--- src/rtl/scoreboard_pkg.sv ---
// Shared definitions for the multi-channel event scoreboard: FSM state encoding.
package scoreboard_pkg;

    typedef enum logic [1:0] {
        ST_IDLE = 2'd0,
        ST_RUN  = 2'd1,
        ST_DONE = 2'd2
    } sb_state_t;

endpackage

--- src/rtl/scoreboard_chan.sv ---
// One event channel: counter with saturate-or-wrap behaviour and a sticky overflow flag.
module scoreboard_chan
    import scoreboard_pkg::*;
#(
    parameter int EVT_W    = 8,
    parameter int SATURATE = 1
) (
    input  logic             clk,
    input  logic             reset,
    input  logic             i_clear,
    input  logic             i_enable,
    input  logic             i_event,
    output logic [EVT_W-1:0] o_cnt,
    output logic             o_ovf
);

    logic [EVT_W-1:0] r_cnt;
    logic             r_ovf;
    logic             w_full;

    assign w_full = (r_cnt == {EVT_W{1'b1}});

    always_ff @(posedge clk) begin
        if (reset || i_clear) begin
            r_cnt <= '0;
            r_ovf <= 1'b0;
        end else if (i_enable && i_event) begin
            if (w_full) begin
                // Overflow is sticky until the next clear, whichever policy applies to the count.
                r_ovf <= 1'b1;
                r_cnt <= (SATURATE != 0) ? r_cnt : '0;
            end else begin
                r_cnt <= r_cnt + EVT_W'(1);
            end
        end
    end

    assign o_cnt = r_cnt;
    assign o_ovf = r_ovf;

endmodule

--- src/rtl/scoreboard_mc.sv ---
// Multi-channel event scoreboard: counts per-channel events over a programmable cycle window.
module scoreboard_mc
    import scoreboard_pkg::*;
#(
    parameter int NCH      = 4,
    parameter int EVT_W    = 8,
    parameter int DATA_W   = 24,
    parameter int SATURATE = 1
) (
    input  logic                 clk,
    input  logic                 reset,
    input  logic [NCH-1:0]       i_event,
    input  logic                 i_start,
    input  logic [DATA_W-1:0]    i_window,
    input  logic                 i_ack,
    output logic                 o_busy,
    output logic                 o_valid,
    output logic [NCH*EVT_W-1:0] o_event_ctr,
    output logic [NCH-1:0]       o_ovf,
    output logic [DATA_W-1:0]    o_data_ctr
);

    sb_state_t         r_state;
    sb_state_t         w_state_nxt;
    logic [DATA_W-1:0] r_window;
    logic [DATA_W-1:0] r_data_ctr;
    logic              r_busy;
    logic              r_valid;
    logic              w_clear;
    logic              w_enable;
    logic              w_last;

    assign w_last = (r_data_ctr == r_window - DATA_W'(1));

    always_comb begin
        w_state_nxt = r_state;
        w_clear     = 1'b0;
        w_enable    = 1'b0;
        case (r_state)
            ST_IDLE: begin
                if (i_start) begin
                    w_clear     = 1'b1;
                    w_state_nxt = (i_window == '0) ? ST_DONE : ST_RUN;
                end
            end
            ST_RUN: begin
                w_enable = 1'b1;
                if (w_last) begin
                    w_state_nxt = ST_DONE;
                end
            end
            ST_DONE: begin
                if (i_ack) begin
                    w_state_nxt = ST_IDLE;
                end
            end
            default: begin
                w_state_nxt = ST_IDLE;
            end
        endcase
    end

    always_ff @(posedge clk) begin
        if (reset) begin
            r_state <= ST_IDLE;
            r_busy  <= 1'b0;
            r_valid <= 1'b0;
        end else begin
            r_state <= w_state_nxt;
            r_busy  <= (w_state_nxt == ST_RUN);
            r_valid <= (w_state_nxt == ST_DONE);
        end
    end

    // Window length is only meaningful once a start is accepted, so it needs no reset.
    always_ff @(posedge clk) begin
        if (w_clear) begin
            r_window <= i_window;
        end
    end

    always_ff @(posedge clk) begin
        if (reset || w_clear) begin
            r_data_ctr <= '0;
        end else if (w_enable) begin
            r_data_ctr <= r_data_ctr + DATA_W'(1);
        end
    end

    for (genvar n = 0; n < NCH; n++) begin : g_chan
        scoreboard_chan #(
            .EVT_W    (EVT_W),
            .SATURATE (SATURATE)
        ) u_chan (
            .clk      (clk),
            .reset    (reset),
            .i_clear  (w_clear),
            .i_enable (w_enable),
            .i_event  (i_event[n]),
            .o_cnt    (o_event_ctr[n*EVT_W +: EVT_W]),
            .o_ovf    (o_ovf[n])
        );
    end

    assign o_busy     = r_busy;
    assign o_valid    = r_valid;
    assign o_data_ctr = r_data_ctr;

endmodule

--- config.mk ---
export PLATFORM = sky130hd
export DESIGN_NAME = scoreboard_mc
export DESIGN_NICKNAME = d
export VERILOG_FILES = /design/src/rtl/scoreboard_pkg.sv /design/src/rtl/scoreboard_chan.sv /design/src/rtl/scoreboard_mc.sv
export SDC_FILE = /design/constraint.sdc
export NUM_CORES = 1
export LEC_CHECK = 0
export BUFFER_PORTS_ARGS = -buffer_cell sky130_fd_sc_hd__buf_2
export CELL_PAD_IN_SITES_DETAIL_PLACEMENT = 0
export CELL_PAD_IN_SITES_GLOBAL_PLACEMENT = 2
export CORE_ASPECT_RATIO = 0.9
export CORE_UTILIZATION = 30
export DETAILED_ROUTE_END_ITERATION = 12
export GPL_ROUTABILITY_DRIVEN = 1
export PLACE_DENSITY = 0.8
export SLEW_MARGIN = 0
export SYNTH_ARGS = -nofsm -noshare
export SYNTH_HDL_FRONTEND = slang
export SYNTH_SLANG_ARGS = --single-unit
--- constraint.sdc ---
create_clock -name clk -period 5.55 [get_ports clk]
set_input_delay 1.11 -clock clk [delete_from_list [all_inputs] [get_ports clk]]
set_output_delay 1.11 -clock clk [all_outputs]
set_load 0.02 [all_outputs]
# == Word-level counts from Yosys, hierarchy flattened ==
# Cells that the tools add are included.
# word_totals
regBits,88
latchBits,0
mem_bits_rw,0
romBits,0
input_bits,32
output_inout_bits,62
mem_count,0
# op_classes
addsub,6
n_mul,0
div_mod_pow,0
n_lt_le_gt_ge,0
eq_ne,9
shift,0
muxes,8
n_bitwise,4
n_reduce_logical,15
# op_table
op,n
$add A8 B1 Y8 const B,4
$eq A8 B8 Y1 const B,4
$add A24 B1 Y24 const B,1
$eq A24 B24 Y1,1
$logic_not A24 Y1,1
$sub A24 B1 Y24 const B,1
$reduce_and A2 Y1,8
$mux W2,4
$pmux W2 S3,1
$eq A2 B1 Y1 const B,2
$eq A2 B2 Y1 const B,2
$logic_and A1 B1 Y1,4
$not A1 Y1,4
$mux W1,3
$logic_not A2 Y1,1
$logic_or A1 B1 Y1,1

# == Depth between registers and ports, before layout ==
# depth
ltp_word,5
depth_mapped,12

# == By module ==
# Synthesis repeated with hierarchy kept, for this count alone.
# unflattened
hier_cells,490
hier_area_um2,4526.8
# by_module_without_submodules
mod,n_inst,cells_each,area_per_inst_um2,seq_area_each_um2
scoreboard_mc,1,290,2805.2,1281.2
scoreboard_chan,4,50,430.4,180.2

# == Worst setup path before layout ==
# No wires, ideal clock.
# synth_timing
path_kind,reg2reg
startpoint,register r_window[0]
endpoint,"register r_busy, in the netlist o_busy"
t_arrival_ns,2.922
required_time_ns,5.433
setup_slack_ns,2.510
path_stages_with_launch,13
path_cell_list,edfxtp_1 -> inv_1 -> ha_1 -> buf_2 -> or4b_4 -> buf_6 -> nor3_1 -> xnor2_1 -> o21ai_0 -> or4_1 -> nor4_1 -> nand4_1 -> a32o_1
# synth_via
elab_chain_cells,5
# synth_rtl
element,line_no,rtl
from (decl),scoreboard_mc.sv:25,logic [DATA_W-1:0] r_window;
from (signal assigned),scoreboard_mc.sv:78,r_window <= i_window;
$sub A24 B1 Y24,scoreboard_mc.sv:33,assign w_last = (r_data_ctr == r_window - DATA_W'(1));
$eq A24 B24 Y1,scoreboard_mc.sv:33,
$mux W2,scoreboard_mc.sv:48,if (w_last) begin
$pmux W2 S3,scoreboard_mc.sv:39,case (r_state)
$eq A2 B1 Y1,scoreboard_mc.sv:70,r_busy <= (w_state_nxt == ST_RUN);
to (signal assigned),scoreboard_mc.sv:70,
to (decl),scoreboard_mc.sv:27,logic r_busy;
# Every way passes these cells.
# A chain may end at the register's enable or synchronous reset.

# == Worst setup path in the final report ==
# Ends and elaborated chain as after synthesis.

==> impl_metrics.toml <==
[die]
io_pins = 94
coreArea_mm2 = 0.01416
rows = 41
start_util_pct = 31.04
fp.dieArea_mm2 = 0.01514
die_x_um = 129.6
die_y_um = 116.8

[timing]
slew-limit-headroom_pct = 44.28
hold_violations = 0
post-route-period-util_pct = 63.96
fin_skew_ns = 0.003501
period_needed_ns = 3.550
fin_ws_ns = 2.000
rsz0062_at_grt = "no"
finalSetupViolCount = 0
fmax_ghz = 0.2817
final-max-slew-violation-count = 0
fin_setup_tns_ns = 0
tightest_slew_ns = 0.8243

[route]
wirelength_mm = 11.60
drtIter0Drc = 197
wire_per_inst_um = 15.37
viasPerCell = 4.923
drc_errors = 0
vias = 3717
ant_nets = 0
first_pass_iters = 4

[clock_tree]
clk_latency_ns = 0.34
cts_setup_buffers = 0
htree_levels = 3
clk_pin_slew_ns = 0.06
clockBufferDepth = 2
cts-buffers-inserted = 9
ctsHoldBuffers = 0
clock-sinks = 88
clockRootBuffer = "clkbuf_16"
cts_tree = "built"
cts_resized = 0

[place]
dp_hpwl_mm = 8.620
port-buffer-count = 93
dp_slack_ns = 2.049
dpl_cell_area_mm2 = 0.005030
dp.cells = 739
gp_congestion = 0.8418

[grt]
grt_overflow = 0
grt_pass1_vias = 3441
track_usage_pct = 16.21
antenna_found_initial = 0
grt_max_degree = 56
grt_first_pass_wirelength_mm = 18.49

[critical_path]
cp_slowest_cell = "or4b_4"
crit_required_ns = 5.78
critPathKind = "reg -> reg"
critPathBufInv = 1
regToRegSetupSlack_ns = 2.00
rr_worst_depth = 10
cp-end-kind = "register"
cp-start-kind = "register"
path_cells = "inv_1 -> ha_1 -> or4b_4 -> nor3_1 -> xnor2_1 -> o21ai_0 -> or4_1 -> nor4_1 -> nand4_1 -> a32o_1"
crit_fanout = 9
rr_endpoint = "o_busy$_SDFF_PP0_"
arrival_ns = 3.78
max_stage_delay_ns = 0.58
regToRegStartpoint = "r_window[0]$_DFFE_PP_"
crit_family = "simple AND/OR/NAND/NOR gates"

[finish]
design_area_mm2 = 0.005325
diodes = 0
syn2layout_area_growth_pct = 21.18
instances_no_fill = 755
final_nets = 595
layout-drive-gt1-share_pct = 20.28

[outcome]
status = "completed"

[logic_synthesis]
syn_area_per_cell_um2 = 9.349
yosys_warnings = 0
seq_area_frac_synth_pct = 45.56
ys_async_sr_fraction_pct = 0
synth_cell_types = 52
synth.cell_area_mm2 = 0.004394
ys_ff_latch = 88
synthFlopType = "dfxtp_1"
synth_nets = 508
synth_cells = 470
synth_edf_count = 24

[hold_path]
min-delay-start = "g_chan[0].u_chan.o_ovf$_SDFFE_PP0P_"
hold_end = "g_chan[0].u_chan.o_ovf$_SDFFE_PP0P_"
hold_path.class = "reg -> reg"
hold_depth = 2

[job]
cap_violations = 0

[power]
p_leak_nw = 2.109
power-per-cell-area_mw_per_mm2 = 265.3
irDropWorstVdd_uv = 249.1
power_mw = 1.413
## flip-flops by register name, summed over array words and instances, names as in the netlist
name	count
o_busy	1
g_chan.u_chan.o_cnt	32
o_valid	1
r_window	24
o_data_ctr	24
g_chan.u_chan.o_ovf	4
r_state	2
## placed cells by master, fill, tap and decap left out, drive strengths merged, types with 5 or more instances in the layout
cell type	synthesis	final
or3	5	5
nand2b	5	5
a21oi	8	8
o21ai	7	7
dfxtp	64	64
nand2	25	25
nand4	10	10
inv	7	7
mux2i	6	6
xnor2	31	31
nor3	14	14
and3	15	15
nor4	16	16
nand3	22	22
edfxtp	24	24
clkbuf	13	14
and4	8	8
nor2	75	75
ha	6	6
xor2	41	41
a31oi	12	12
buf	7	96
## layout make-up
type / count / area, um2
Timing Repair Buffer: 96 / 488.0
Tap cell: 193 / 241.5
Sequential cell: 88 / 2002
Clock buffer: 14 / 285.3
Fill cell: 1492 / 8833
Multi-Input combinational cell: 355 / 2272
Inverter: 7 / 26.28
Clock inverter: 2 / 10.01
## logic make-up after synthesis
logic type / synth area share, %
flops: 45.56
buf+inv: 3.047
xor+xnor: 14.35
simple gates: 25.80
compound gates: 8.173
fa+ha+maj: 1.708
mux: 1.367
## cell usage after synthesis, drive strengths merged, types with 4 or more instances
library cell / count / area [um2]
nor2: 75 / 281.5
dfxtp: 64 / 1281
xor2: 41 / 359.1
xnor2: 31 / 271.5
nand2: 25 / 93.84
edfxtp: 24 / 720.7
nand3: 22 / 110.1
nor4: 16 / 100.1
and3: 15 / 93.84
nor3: 14 / 70.07
clkbuf: 13 / 50.04
a31oi: 12 / 75.07
nand4: 10 / 62.56
a21oi: 8 / 40.04
and4: 8 / 70.07
buf: 7 / 57.55
inv: 7 / 26.28
o21ai: 7 / 35.03
ha: 6 / 75.07
mux2i: 6 / 60.06
nand2b: 5 / 31.28
or3: 5 / 31.28
and2: 4 / 25.02
and3b: 4 / 35.03
nor2b: 4 / 25.02
nor4b: 4 / 35.03
o32ai: 4 / 35.03
## worst register-to-register path, stage by stage, from the launching register on
cell      delay (ns)
edfxtp_1        0.46
inv_1           0.12
ha_1            0.34
or4b_4          0.59
nor3_1          0.21
xnor2_1         0.14
o21ai_0         0.10
or4_1           0.51
nor4_1          0.37
nand4_1         0.27
a32o_1          0.33
## stage by stage
stage                     hold slack [ns]  util (%)
after global routing               0.5009     37.61
after floorplan                    0.4380         -
after global placement             0.4468     35.52
after detailed placement           0.4568     35.52
after CTS                          0.4712     37.61
final                              0.4667     37.61
## how the worst max path moves through the flow
stage / from / to / slack (ns) / depth (start not counted)
after floorplan: r_window[0]$_DFFE_PP_ / o_busy$_SDFF_PP0_ / 2.51 / 12
after global placement: r_window[0]$_DFFE_PP_ / r_state[0]$_SDFF_PP0_ / 2.20 / 10
after detailed placement: r_window[0]$_DFFE_PP_ / r_state[0]$_SDFF_PP0_ / 2.05 / 10
after CTS: r_window[0]$_DFFE_PP_ / r_state[0]$_SDFF_PP0_ / 2.01 / 10
after global routing: r_window[0]$_DFFE_PP_ / r_state[0]$_SDFF_PP0_ / 1.68 / 10
final: r_window[0]$_DFFE_PP_ / o_busy$_SDFF_PP0_ / 2.00 / 10
## metal layers
layer	track usage [%]	vias to the layer above	wire, um
li1	-	1861	-
met3	4.636	7	522
met1	20.98	1779	5413
met2	26.42	70	5550
met5	0	-	0
met4	4.574	0	113
## power by group
part,switching (mW),internal (mW)
logic,0.0678,0.0433
clock network,0.246,0.354
registers,0.0220,0.680
total,0.336,1.08
Note: power is estimated with default switching activity, not from simulation.
